--- src/rtl/lfo_pkg.sv ---
// rtl/lfo_pkg.sv - shared types and constants for the LFO phase generator
package lfo_pkg;

    typedef enum logic [2:0] {
        ST_IDLE,
        ST_CONV,
        ST_NORM,
        ST_ISSUE,
        ST_WAIT
    } state_t;

    // 2*pi in unsigned Q3.23
    localparam logic [25:0] TWO_PI_Q3_23 = 26'd52707179;
    localparam logic [31:0] FLOAT_ZERO   = 32'h0000_0000;

endpackage

--- src/rtl/lfo_phase_gen_if.sv ---
// rtl/lfo_phase_gen_if.sv - tick/frequency inputs, sine-stage handshake and LFO outputs
interface lfo_phase_gen_if #(
    parameter int PHASE_W = 24
);
    logic               sample_tick;
    logic [PHASE_W-1:0] freq_word;
    logic               phase_clear;
    logic               sin_start;
    logic [31:0]        sin_data;
    logic               sin_done;
    logic [31:0]        sin_result;
    logic [31:0]        lfo_value;
    logic               lfo_valid;
    logic               overrun;
    logic               timeout;

    modport master (
        output sample_tick, freq_word, phase_clear, sin_done, sin_result,
        input  sin_start, sin_data, lfo_value, lfo_valid, overrun, timeout
    );

    modport slave (
        input  sample_tick, freq_word, phase_clear, sin_done, sin_result,
        output sin_start, sin_data, lfo_value, lfo_valid, overrun, timeout
    );
endinterface

--- src/rtl/lfo_phase_gen_fix_to_float.sv ---
// rtl/lfo_phase_gen_fix_to_float.sv - combinational signed fixed-point to binary32 (truncating)
module fix_to_float
    import lfo_pkg::*;
#(
    parameter int IN_W   = 50,
    parameter int FRAC_W = 47
) (
    input  logic signed [IN_W-1:0] i_fix,
    output logic        [31:0]     o_float
);
    localparam int P_W = $clog2(IN_W);

    logic            w_sign;
    logic [IN_W-1:0] w_mag;
    logic [P_W-1:0]  w_lead;
    logic [22:0]     w_mant;
    logic [7:0]      w_exp;

    // Leading-one detect, then take the 23 bits below it as the truncated mantissa
    always_comb begin
        w_sign = i_fix[IN_W-1];
        w_mag  = w_sign ? -i_fix : i_fix;
        w_lead = '0;
        for (int i = 0; i < IN_W; i++) begin
            if (w_mag[i]) w_lead = P_W'(i);
        end
        w_mant = '0;
        for (int j = 0; j < 23; j++) begin
            int idx;
            idx = int'(w_lead) - 1 - j;
            w_mant[22-j] = (idx >= 0) ? w_mag[idx] : 1'b0;
        end
        w_exp   = 8'(127 - FRAC_W + int'(w_lead));
        o_float = (w_mag == '0) ? FLOAT_ZERO : {w_sign, w_exp, w_mant};
    end
endmodule

--- src/rtl/lfo_phase_gen.sv ---
// rtl/lfo_phase_gen.sv - LFO phase accumulator driving a float sine stage; watchdog via LFO_PHASE_GEN_TIMEOUT_EN
module lfo_phase_gen
    import lfo_pkg::*;
#(
    parameter int PHASE_W        = 24,
    parameter int TIMEOUT_CYCLES = 64
) (
    input  logic            i_clk,
    input  logic            i_rst,
    lfo_phase_gen_if.slave  bus
);
    localparam int PROD_W = PHASE_W + 26;

    if (TIMEOUT_CYCLES < 1) begin : g_bad_timeout
        $error("TIMEOUT_CYCLES must be at least 1");
    end

    logic [PHASE_W-1:0]       r_acc;
    state_t                   r_state;
    logic                     r_pending;
    logic signed [PROD_W-1:0] r_prod;
    logic [31:0]              r_sin_data;
    logic [31:0]              r_lfo_value;
    logic                     r_sin_start;
    logic                     r_lfo_valid;
    logic                     r_overrun;
    logic signed [PROD_W-1:0] w_prod;
    logic [31:0]              w_float;

    // Phase as a signed cycle fraction times 2*pi; result has PHASE_W+23 fraction bits
    assign w_prod = $signed({{26{r_acc[PHASE_W-1]}}, r_acc})
                  * $signed({{PHASE_W{1'b0}}, TWO_PI_Q3_23});

    fix_to_float #(
        .IN_W   (PROD_W),
        .FRAC_W (PHASE_W + 23)
    ) u_fix_to_float (
        .i_fix   (r_prod),
        .o_float (w_float)
    );

`ifdef LFO_PHASE_GEN_TIMEOUT_EN
    localparam int CNT_W = $clog2(TIMEOUT_CYCLES + 1);
    logic [CNT_W-1:0] r_wait_cnt;
    logic             r_timeout;
    assign bus.timeout = r_timeout;
`else
    assign bus.timeout = 1'b0;
`endif

    // Accumulator, one-deep tick pending slot and the compute/issue/wait sequencer
    always_ff @(posedge i_clk or posedge i_rst) begin
        if (i_rst) begin
            r_acc       <= '0;
            r_state     <= ST_IDLE;
            r_pending   <= 1'b0;
            r_prod      <= '0;
            r_sin_data  <= FLOAT_ZERO;
            r_lfo_value <= FLOAT_ZERO;
            r_sin_start <= 1'b0;
            r_lfo_valid <= 1'b0;
            r_overrun   <= 1'b0;
`ifdef LFO_PHASE_GEN_TIMEOUT_EN
            r_wait_cnt  <= '0;
            r_timeout   <= 1'b0;
`endif
        end else begin
            r_sin_start <= 1'b0;
            r_lfo_valid <= 1'b0;

            if (bus.phase_clear)      r_acc <= '0;
            else if (bus.sample_tick) r_acc <= r_acc + bus.freq_word;

            // Ticks that land while busy collapse into a single pending slot
            if (bus.sample_tick && (r_state != ST_IDLE)) begin
                if (r_pending) r_overrun <= 1'b1;
                r_pending <= 1'b1;
            end

            case (r_state)
                ST_IDLE: begin
                    if (bus.sample_tick || r_pending) begin
                        r_pending <= 1'b0;
                        r_state   <= ST_CONV;
                    end
                end
                ST_CONV: begin
                    r_prod  <= w_prod;
                    r_state <= ST_NORM;
                end
                ST_NORM: begin
                    r_sin_data  <= w_float;
                    r_sin_start <= 1'b1;
                    r_state     <= ST_ISSUE;
                end
                ST_ISSUE: begin
`ifdef LFO_PHASE_GEN_TIMEOUT_EN
                    r_wait_cnt <= '0;
`endif
                    r_state <= ST_WAIT;
                end
                ST_WAIT: begin
                    if (bus.sin_done) begin
                        r_lfo_value <= bus.sin_result;
                        r_lfo_valid <= 1'b1;
                        r_state     <= ST_IDLE;
                    end
`ifdef LFO_PHASE_GEN_TIMEOUT_EN
                    else if (r_wait_cnt == CNT_W'(TIMEOUT_CYCLES - 1)) begin
                        r_timeout <= 1'b1;
                        r_state   <= ST_IDLE;
                    end else begin
                        r_wait_cnt <= r_wait_cnt + CNT_W'(1);
                    end
`endif
                end
                default: r_state <= ST_IDLE;
            endcase
        end
    end

    assign bus.sin_start = r_sin_start;
    assign bus.sin_data  = r_sin_data;
    assign bus.lfo_value = r_lfo_value;
    assign bus.lfo_valid = r_lfo_valid;
    assign bus.overrun   = r_overrun;
endmodule

--- src/flat_wrapper.sv ---
// flat-port wrapper written by rule: the top's interface ports become plain ports
module lfo_phase_gen_flat import lfo_pkg::*;
#(
    parameter int PHASE_W        = 24,
    parameter int TIMEOUT_CYCLES = 64
)
  (i_clk, i_rst, bus_sample_tick, bus_freq_word, bus_phase_clear, bus_sin_done, bus_sin_result, bus_sin_start, bus_sin_data, bus_lfo_value, bus_lfo_valid, bus_overrun, bus_timeout);
  lfo_phase_gen_if #(.PHASE_W(PHASE_W)) bus_i ();
  input  logic i_clk;
  input  logic i_rst;
  input wire logic [$bits(bus_i.sample_tick)-1:0] bus_sample_tick;
  input wire logic [$bits(bus_i.freq_word)-1:0] bus_freq_word;
  input wire logic [$bits(bus_i.phase_clear)-1:0] bus_phase_clear;
  input wire logic [$bits(bus_i.sin_done)-1:0] bus_sin_done;
  input wire logic [$bits(bus_i.sin_result)-1:0] bus_sin_result;
  output wire logic [$bits(bus_i.sin_start)-1:0] bus_sin_start;
  output wire logic [$bits(bus_i.sin_data)-1:0] bus_sin_data;
  output wire logic [$bits(bus_i.lfo_value)-1:0] bus_lfo_value;
  output wire logic [$bits(bus_i.lfo_valid)-1:0] bus_lfo_valid;
  output wire logic [$bits(bus_i.overrun)-1:0] bus_overrun;
  output wire logic [$bits(bus_i.timeout)-1:0] bus_timeout;
  assign bus_i.sample_tick = bus_sample_tick;
  assign bus_i.freq_word = bus_freq_word;
  assign bus_i.phase_clear = bus_phase_clear;
  assign bus_i.sin_done = bus_sin_done;
  assign bus_i.sin_result = bus_sin_result;
  assign bus_sin_start = bus_i.sin_start;
  assign bus_sin_data = bus_i.sin_data;
  assign bus_lfo_value = bus_i.lfo_value;
  assign bus_lfo_valid = bus_i.lfo_valid;
  assign bus_overrun = bus_i.overrun;
  assign bus_timeout = bus_i.timeout;
  lfo_phase_gen #(.PHASE_W(PHASE_W), .TIMEOUT_CYCLES(TIMEOUT_CYCLES)) u_core (.i_clk(i_clk), .i_rst(i_rst), .bus(bus_i));
endmodule
--- config.mk ---
export PLATFORM = sky130hd
export DESIGN_NAME = lfo_phase_gen_flat
export DESIGN_NICKNAME = d
export VERILOG_FILES = /design/src/rtl/lfo_pkg.sv /design/src/rtl/lfo_phase_gen_if.sv /design/src/rtl/lfo_phase_gen_fix_to_float.sv /design/src/rtl/lfo_phase_gen.sv /design/src/flat_wrapper.sv
export SDC_FILE = /design/constraint.sdc
export NUM_CORES = 1
export LEC_CHECK = 0
export BUFFER_PORTS_ARGS = -buffer_cell sky130_fd_sc_hd__buf_4
export CORE_MARGIN = 2
export CORE_UTILIZATION = 50
export DETAILED_ROUTE_END_ITERATION = 16
export GPL_ROUTABILITY_DRIVEN = 0
export MAX_ROUTING_LAYER = met4
export PLACE_DENSITY = 0.73
export SYNTH_ARGS = -nofsm -noshare
export SYNTH_HDL_FRONTEND = slang
export SYNTH_SLANG_ARGS = --single-unit
export TNS_END_PERCENT = 5
--- constraint.sdc ---
create_clock -name i_clk -period 8.5 [get_ports i_clk]
set_input_delay 0.425 -clock i_clk [delete_from_list [all_inputs] [get_ports i_clk]]
set_output_delay 0.425 -clock i_clk [all_outputs]
set_load 0.02 [all_outputs]
==> results of run 1 <==
[final cells by class]
cell class	count	area [µm²]	area share
clock inverters	11	95.09	0.003455
inverters	370	1396	0.05073
repair buffers	170	1276	0.04636
well taps	672	840.8	0.03055
flip-flops and latches	145	3630	0.1319
clock buffers	21	460.4	0.01673
multi-input cells	2115	19830	0.7203
[state kept, by name, indices dropped and copies added, names as in the netlist]
register / count
u_core.r_state: 3
u_core.bus.lfo_valid: 1
u_core.r_pending: 1
u_core.r_prod: 50
u_core.bus.lfo_value: 32
u_core.bus.sin_start: 1
u_core.bus.overrun: 1
u_core.bus.sin_data: 32
u_core.r_acc: 24
[kinds of logic after synthesis]
family                     synth area share
xor gates and xnor gates            0.05964
buffers and inverters               0.07755
DFF                                  0.1427
and+or+nand+nor                      0.1182
AOI/OAI and AO/OA                    0.1645
other                             0.0001475
muxes                               0.09502
adders and majority gates            0.3422
[critical path, stage by stage (launching register included)]
cell      delay (ns)
dfrtp_1         0.55
inv_1           0.11
fa_1            0.61
fa_1            0.54
inv_1           0.05
fa_1            0.53
inv_1           0.05
fa_1            0.47
fa_1            0.50
inv_1           0.05
fa_1            0.50
fa_1            0.49
ha_1            0.38
a21o_1          0.20
a21o_1          0.19
a21o_1          0.17
a21o_1          0.19
nand3_1         0.10
nand4_1         0.14
a311o_1         0.40
a21boi_0        0.38
o21ai_0         0.23
o31ai_1         0.44
nand3_1         0.13
a31oi_1         0.23
xor2_1          0.17
o21ai_0         0.08
[cells in the final DEF (no fill, tap or decap), drive strengths merged, types with 9 or more instances in the layout]
master,count
a31o,9
nand4,11
mux4,42
inv,376
a21oi,138
ha,313
clkbuf,22
a31oi,18
or3,24
buf,169
a21o,39
o31ai,30
and2,9
a211oi,39
a2111oi,16
nor3,73
or2,18
a211o,10
nand3,39
nor4,30
nand2b,24
o211ai,27
o41ai,20
nor2b,16
fa,239
xor2,53
o21ai,139
dfrtp,145
xnor2,106
mux2i,85
mux2,55
o21a,14
o311ai,17
nand2,177
or4,23
o21bai,14
and3,19
nor2,120
[layer usage]
metal / vias to the layer above / track usage / wire, µm
li1: 9858 / - / -
met1: 10510 / 0.3489 / 29410
met2: 1019 / 0.4788 / 35180
met3: 315 / 0.04320 / 4543
met4: 0 / 0.1642 / 4796
met5: - / - / 0
[stage by stage]
step	util	cells	hold slack, ns	setup slack [ns]
detailed placement	0.5374	3471	0.4797	0.4639
global route	0.5487	3504	0.1470	0.05562
finish	0.5487	3504	0.1329	0.4576
floorplan	-	2764	0.4755	1.132
global placement	0.5374	3471	0.4583	0.7341
CTS	0.5485	3503	0.1392	0.4391
[worst min path at each step]
stage                                       start                       end  slack, ns  depth (start not counted)
after floorplan                  u_core.r_pending         u_core.r_state[0]       0.48                          1
after global placement         u_core.bus.overrun        u_core.bus.overrun       0.46                          1
after detailed placement  u_core.bus.sin_data[26]   u_core.bus.sin_data[26]       0.48                          2
after CTS                            bus_sin_done         u_core.r_state[2]       0.14                          2
after global routing                 bus_sin_done         u_core.r_state[2]       0.15                          2
final                                       i_rst  u_core.bus.lfo_value[18]       0.13                          2
==> results_dict.tcl, run 1 <==
set metrics [dict create \
    tightest_slew_ns 0.9832 \
    stdcell_area_um2 27530 \
    drt-initial-drc-count 1999 \
    syn_to_final_growth_pct 8.252 \
    initial_utilization 0.5068 \
    yosys_warnings 0 \
    core_area_um2 50170 \
    cts_sinks 145 \
    synth_flop_cell "dfrtp_1" \
    grt_pass1_wl_um 120000 \
    ys_seq_area_frac 0.1427 \
    rsz0062_at_grt "no" \
    routed_wl_um 73930 \
    die_w_um 229.5 \
    ys_async_sr_fraction 1.000 \
    clk_pin_slew_worst_paths_ns 0.07 \
    portBuffers 127 \
    grt-ovfl-total 0 \
    rr_worst_depth 26 \
    n_antenna_cell 0 \
    route.detailed.drc 0 \
    ctsResizeCount 0 \
    fin_setup_tns_ns 0 \
    fin_crit_ns 8.042 \
    clk_path_buf_depth 2 \
    cp-endpoint "u_core.r_prod[48]" \
    reg2reg_from "u_core.r_acc[6]" \
    fmax_mhz 124.3 \
    die_height_um 229.5 \
    first_global_vias 22460 \
    netlist_area_um2 25430 \
    endpoint_kind "flip-flop" \
    rows 82 \
    synth_top_area_share 0.1882 \
    tritoncts "built" \
    cts_max_level 4 \
    synth_common_cells "inv_1, ha_1, fa_1" \
    yosysMostFrequentCell "inv_1" \
    r2r_end "u_core.r_prod[48]" \
    num_vias 21700 \
    regToRegSetupSlack_ns 0.46 \
    crit_type "flip-flop to flip-flop" \
    ys_seq_elements 145 \
    crit_required_ns 8.81 \
    vias_per_cell 6.194 \
    wire_per_inst_um 21.10 \
    postSynthCellCount 2764 \
    final_net_count 3432 \
    fin_crit_sh 0.9462 \
    post_cts_buffers 0 \
    cts_hold_buf 0 \
    syn_avg_cell_area_um2 9.200 \
    min_path_type "input pin to asynchronous set/reset pin" \
    worstSetupStartpointType "flip-flop" \
    syn-num-nets 3377 \
    status "finished clean" \
    ys_types 100 \
    hold_viol_final 0 \
    synth-edff-count 0 \
    post-dp-hpwl_um 59860 \
    cts_buffers 17 \
    ant_nets 0 \
    relSlewSlack 0.3258 \
    path_max_fanout 9 \
    drive_gt1_frac 0.1257 \
    critPathArrivalTime_ns 8.35 \
    clock_skew_ns 0.02138 \
    fill_cells 4430 \
    place_area_um2 26960 \
    dieArea_um2 52680 \
    grt_max_degree 97 \
    yosysTopAreaCell "fa_1" \
    clock_latency_ns 0.47 \
    setup_viol 0 \
    ios 129 \
    drt-pass1-iter-count 6 \
    startpoint "u_core.r_acc[6]" \
    antenna_found_initial 0 \
    drv_cap 0 \
    cts-root-buf "clkbuf_16" \
    track_usage 0.2937 \
    drv_slew 0 \
    ys_top_cells_by_area "fa_1, ha_1, dfrtp_1" \
]
Power of run 1 is left out: the tool's default activity adds up to more than one toggle a clock period on the data nets, which glitch-free logic cannot reach.
==> inputs of run 2 (changes only) <==
Settings changed: BUFFER_PORTS_ARGS -buffer_cell sky130_fd_sc_hd__buf_4 to -buffer_cell sky130_fd_sc_hd__buf_2.
==> run 2 against run 1 <==
Effect of this change:
- clock skew shrank 0.0054 ns
- global-route usage down 0.50 points
- register-to-register slack about the same
- first-iteration DRC count grew 7.4%
- core utilization decreased by 0.56 points
- cell area fell by 1.0%
- largest cell class unchanged
- highest routed layer unchanged
==> results_dict.tcl, run 2 (synthesis gave the netlist of run 1 again) <==
set metrics [dict create \
    status "finished clean" \
    n_antenna_cell 0 \
    tightest_slew_ns 1.264 \
    worstSetupStartpointType "flip-flop" \
    largest-register "u_core.r_prod" \
    post-dp-hpwl_um 58910 \
    route.detailed.drc 0 \
    rows 82 \
    cts-root-buf "clkbuf_16" \
    largest_reg_flops 50 \
    final_common_cell "inv_1" \
    crit_required_ns 8.81 \
    mostFrequentLayoutCells "inv_1, ha_1, fa_1" \
    drive_gt1_frac 0.1252 \
    grt_pass1_wl_um 118100 \
    drv_slew 0 \
    fmax_mhz 124.1 \
    worst_slack_ns 0.4429 \
    reg2reg_from "u_core.r_acc[6]" \
    dieArea_um2 52680 \
    final_net_count 3428 \
    fill_cells 4431 \
    regToRegSetupSlack_ns 0.44 \
    fin_crit_sh 0.9479 \
    setup_viol 0 \
    syn_to_final_growth_pct 7.140 \
    min_path_type "input pin to asynchronous set/reset pin" \
    portBuffers 127 \
    clk_path_buf_depth 2 \
    drt-initial-drc-count 2147 \
    grt_max_degree 97 \
    hold_viol_final 0 \
    first_global_vias 22160 \
    vias_per_cell 6.215 \
    tritoncts "built" \
    ios 129 \
    track_usage 0.2887 \
    drv_cap 0 \
    relSlewSlack 0.1469 \
    place_ws_ns 0.4518 \
    ant_nets 0 \
    path_max_fanout 9 \
    rsz0062_at_grt "no" \
    cts_max_level 4 \
    die_w_um 229.5 \
    antenna_found_initial 0 \
    clock_latency_ns 0.47 \
    cts_buffers 17 \
    clock_skew_ns 0.01599 \
    post_cts_buffers 0 \
    clk_pin_slew_worst_paths_ns 0.07 \
    cts_sinks 145 \
    initial_utilization 0.5068 \
    rr_worst_depth 26 \
    core_area_um2 50170 \
    fin_setup_tns_ns 0 \
    crit_type "flip-flop to flip-flop" \
    fin_crit_ns 8.057 \
    r2r_end "u_core.r_prod[46]" \
    grt-ovfl-total 0 \
    die_height_um 229.5 \
    drt-pass1-iter-count 8 \
    critPathArrivalTime_ns 8.37 \
    wire_per_inst_um 20.94 \
    endpoint_kind "flip-flop" \
    num_vias 21750 \
    routed_wl_um 73300 \
]
[run 2: cell types whose count changed in the layout (fill, tap and decap cells not counted), sizes merged]
| cell | before | now |
|---|---|---|
| buf | 169 | 166 |
| bufinv | 0 | 2 |
| clkbuf | 22 | 19 |
| clkinvlp | 2 | 1 |
| inv | 376 | 377 |
[run 2: worst max-delay path, cell delays in order, from the launching register on]
cell and delay [ns]:
dfrtp_1 0.55, inv_1 0.11, fa_1 0.61, fa_1 0.55, inv_1 0.06, fa_1 0.53, inv_1 0.06, fa_1 0.47
fa_1 0.50, inv_1 0.06, fa_1 0.51, fa_1 0.49, ha_1 0.38, a21o_1 0.18, a21o_1 0.16, a21o_1 0.18
a21o_1 0.19, nand3_1 0.11, nand4_1 0.16, a311o_1 0.40, a21boi_0 0.37, o21ai_0 0.24, o31ai_1 0.45, a21oi_1 0.12
a21oi_1 0.20, xor2_1 0.18, o21ai_0 0.09
[run 2: layout make-up]
| type | count | area [µm²] | share of cell area |
|---|---|---|---|
| clock buffers | 19 | 442.9 | 0.01626 |
| multi-input cells | 2115 | 19840 | 0.7282 |
| inverters | 370 | 1396 | 0.05125 |
| well taps | 672 | 840.8 | 0.03086 |
| flip-flops and latches | 145 | 3630 | 0.1332 |
| repair buffers | 166 | 928.4 | 0.03408 |
| clock inverters | 13 | 167.7 | 0.006154 |
[run 2: repair_timing]
item                                    4_1_cts  5_1_grt
gates resized for setup                       0        3
hold buffers                                  0        0
endpoints found under the setup margin        0        4
[run 2: how the worst max path moves through the flow]
| stage | from | to | slack [ns] | depth (start not counted) |
|---|---|---|---|---|
| global placement | u_core.r_acc[6] | u_core.r_prod[49] | 0.72 | 24 |
| floorplan | u_core.r_prod[27] | u_core.bus.sin_data[4] | 1.13 | 26 |
| finish | u_core.r_acc[6] | u_core.r_prod[46] | 0.44 | 26 |
| global route | u_core.r_acc[17] | u_core.r_prod[46] | 0.006 | 23 |
| detailed placement | u_core.r_acc[6] | u_core.r_prod[49] | 0.45 | 24 |
| CTS | u_core.r_acc[6] | u_core.r_prod[49] | 0.43 | 24 |
[run 2: per-stage QoR]
step	cells	hold WS [ns]	utilization	area [µm²]
after floorplan	2764	0.4755	-	25430
after global placement	3468	0.4511	0.5307	26620
after detailed placement	3468	0.4531	0.5307	26620
after CTS	3500	0.1497	0.5428	27230
after global routing	3500	0.1548	0.5430	27240
final	3500	0.1321	0.5430	27240
[run 2: metal layers]
layer  GRT usage  up-vias  part of all wire
met5           -        -                 0
li1            -     9861                 -
met3     0.04607      296             0.068
met1      0.3469    10600              0.40
met2      0.4669      999              0.48
met4      0.1536        0             0.060
Power of run 2 is left out for the same reason.
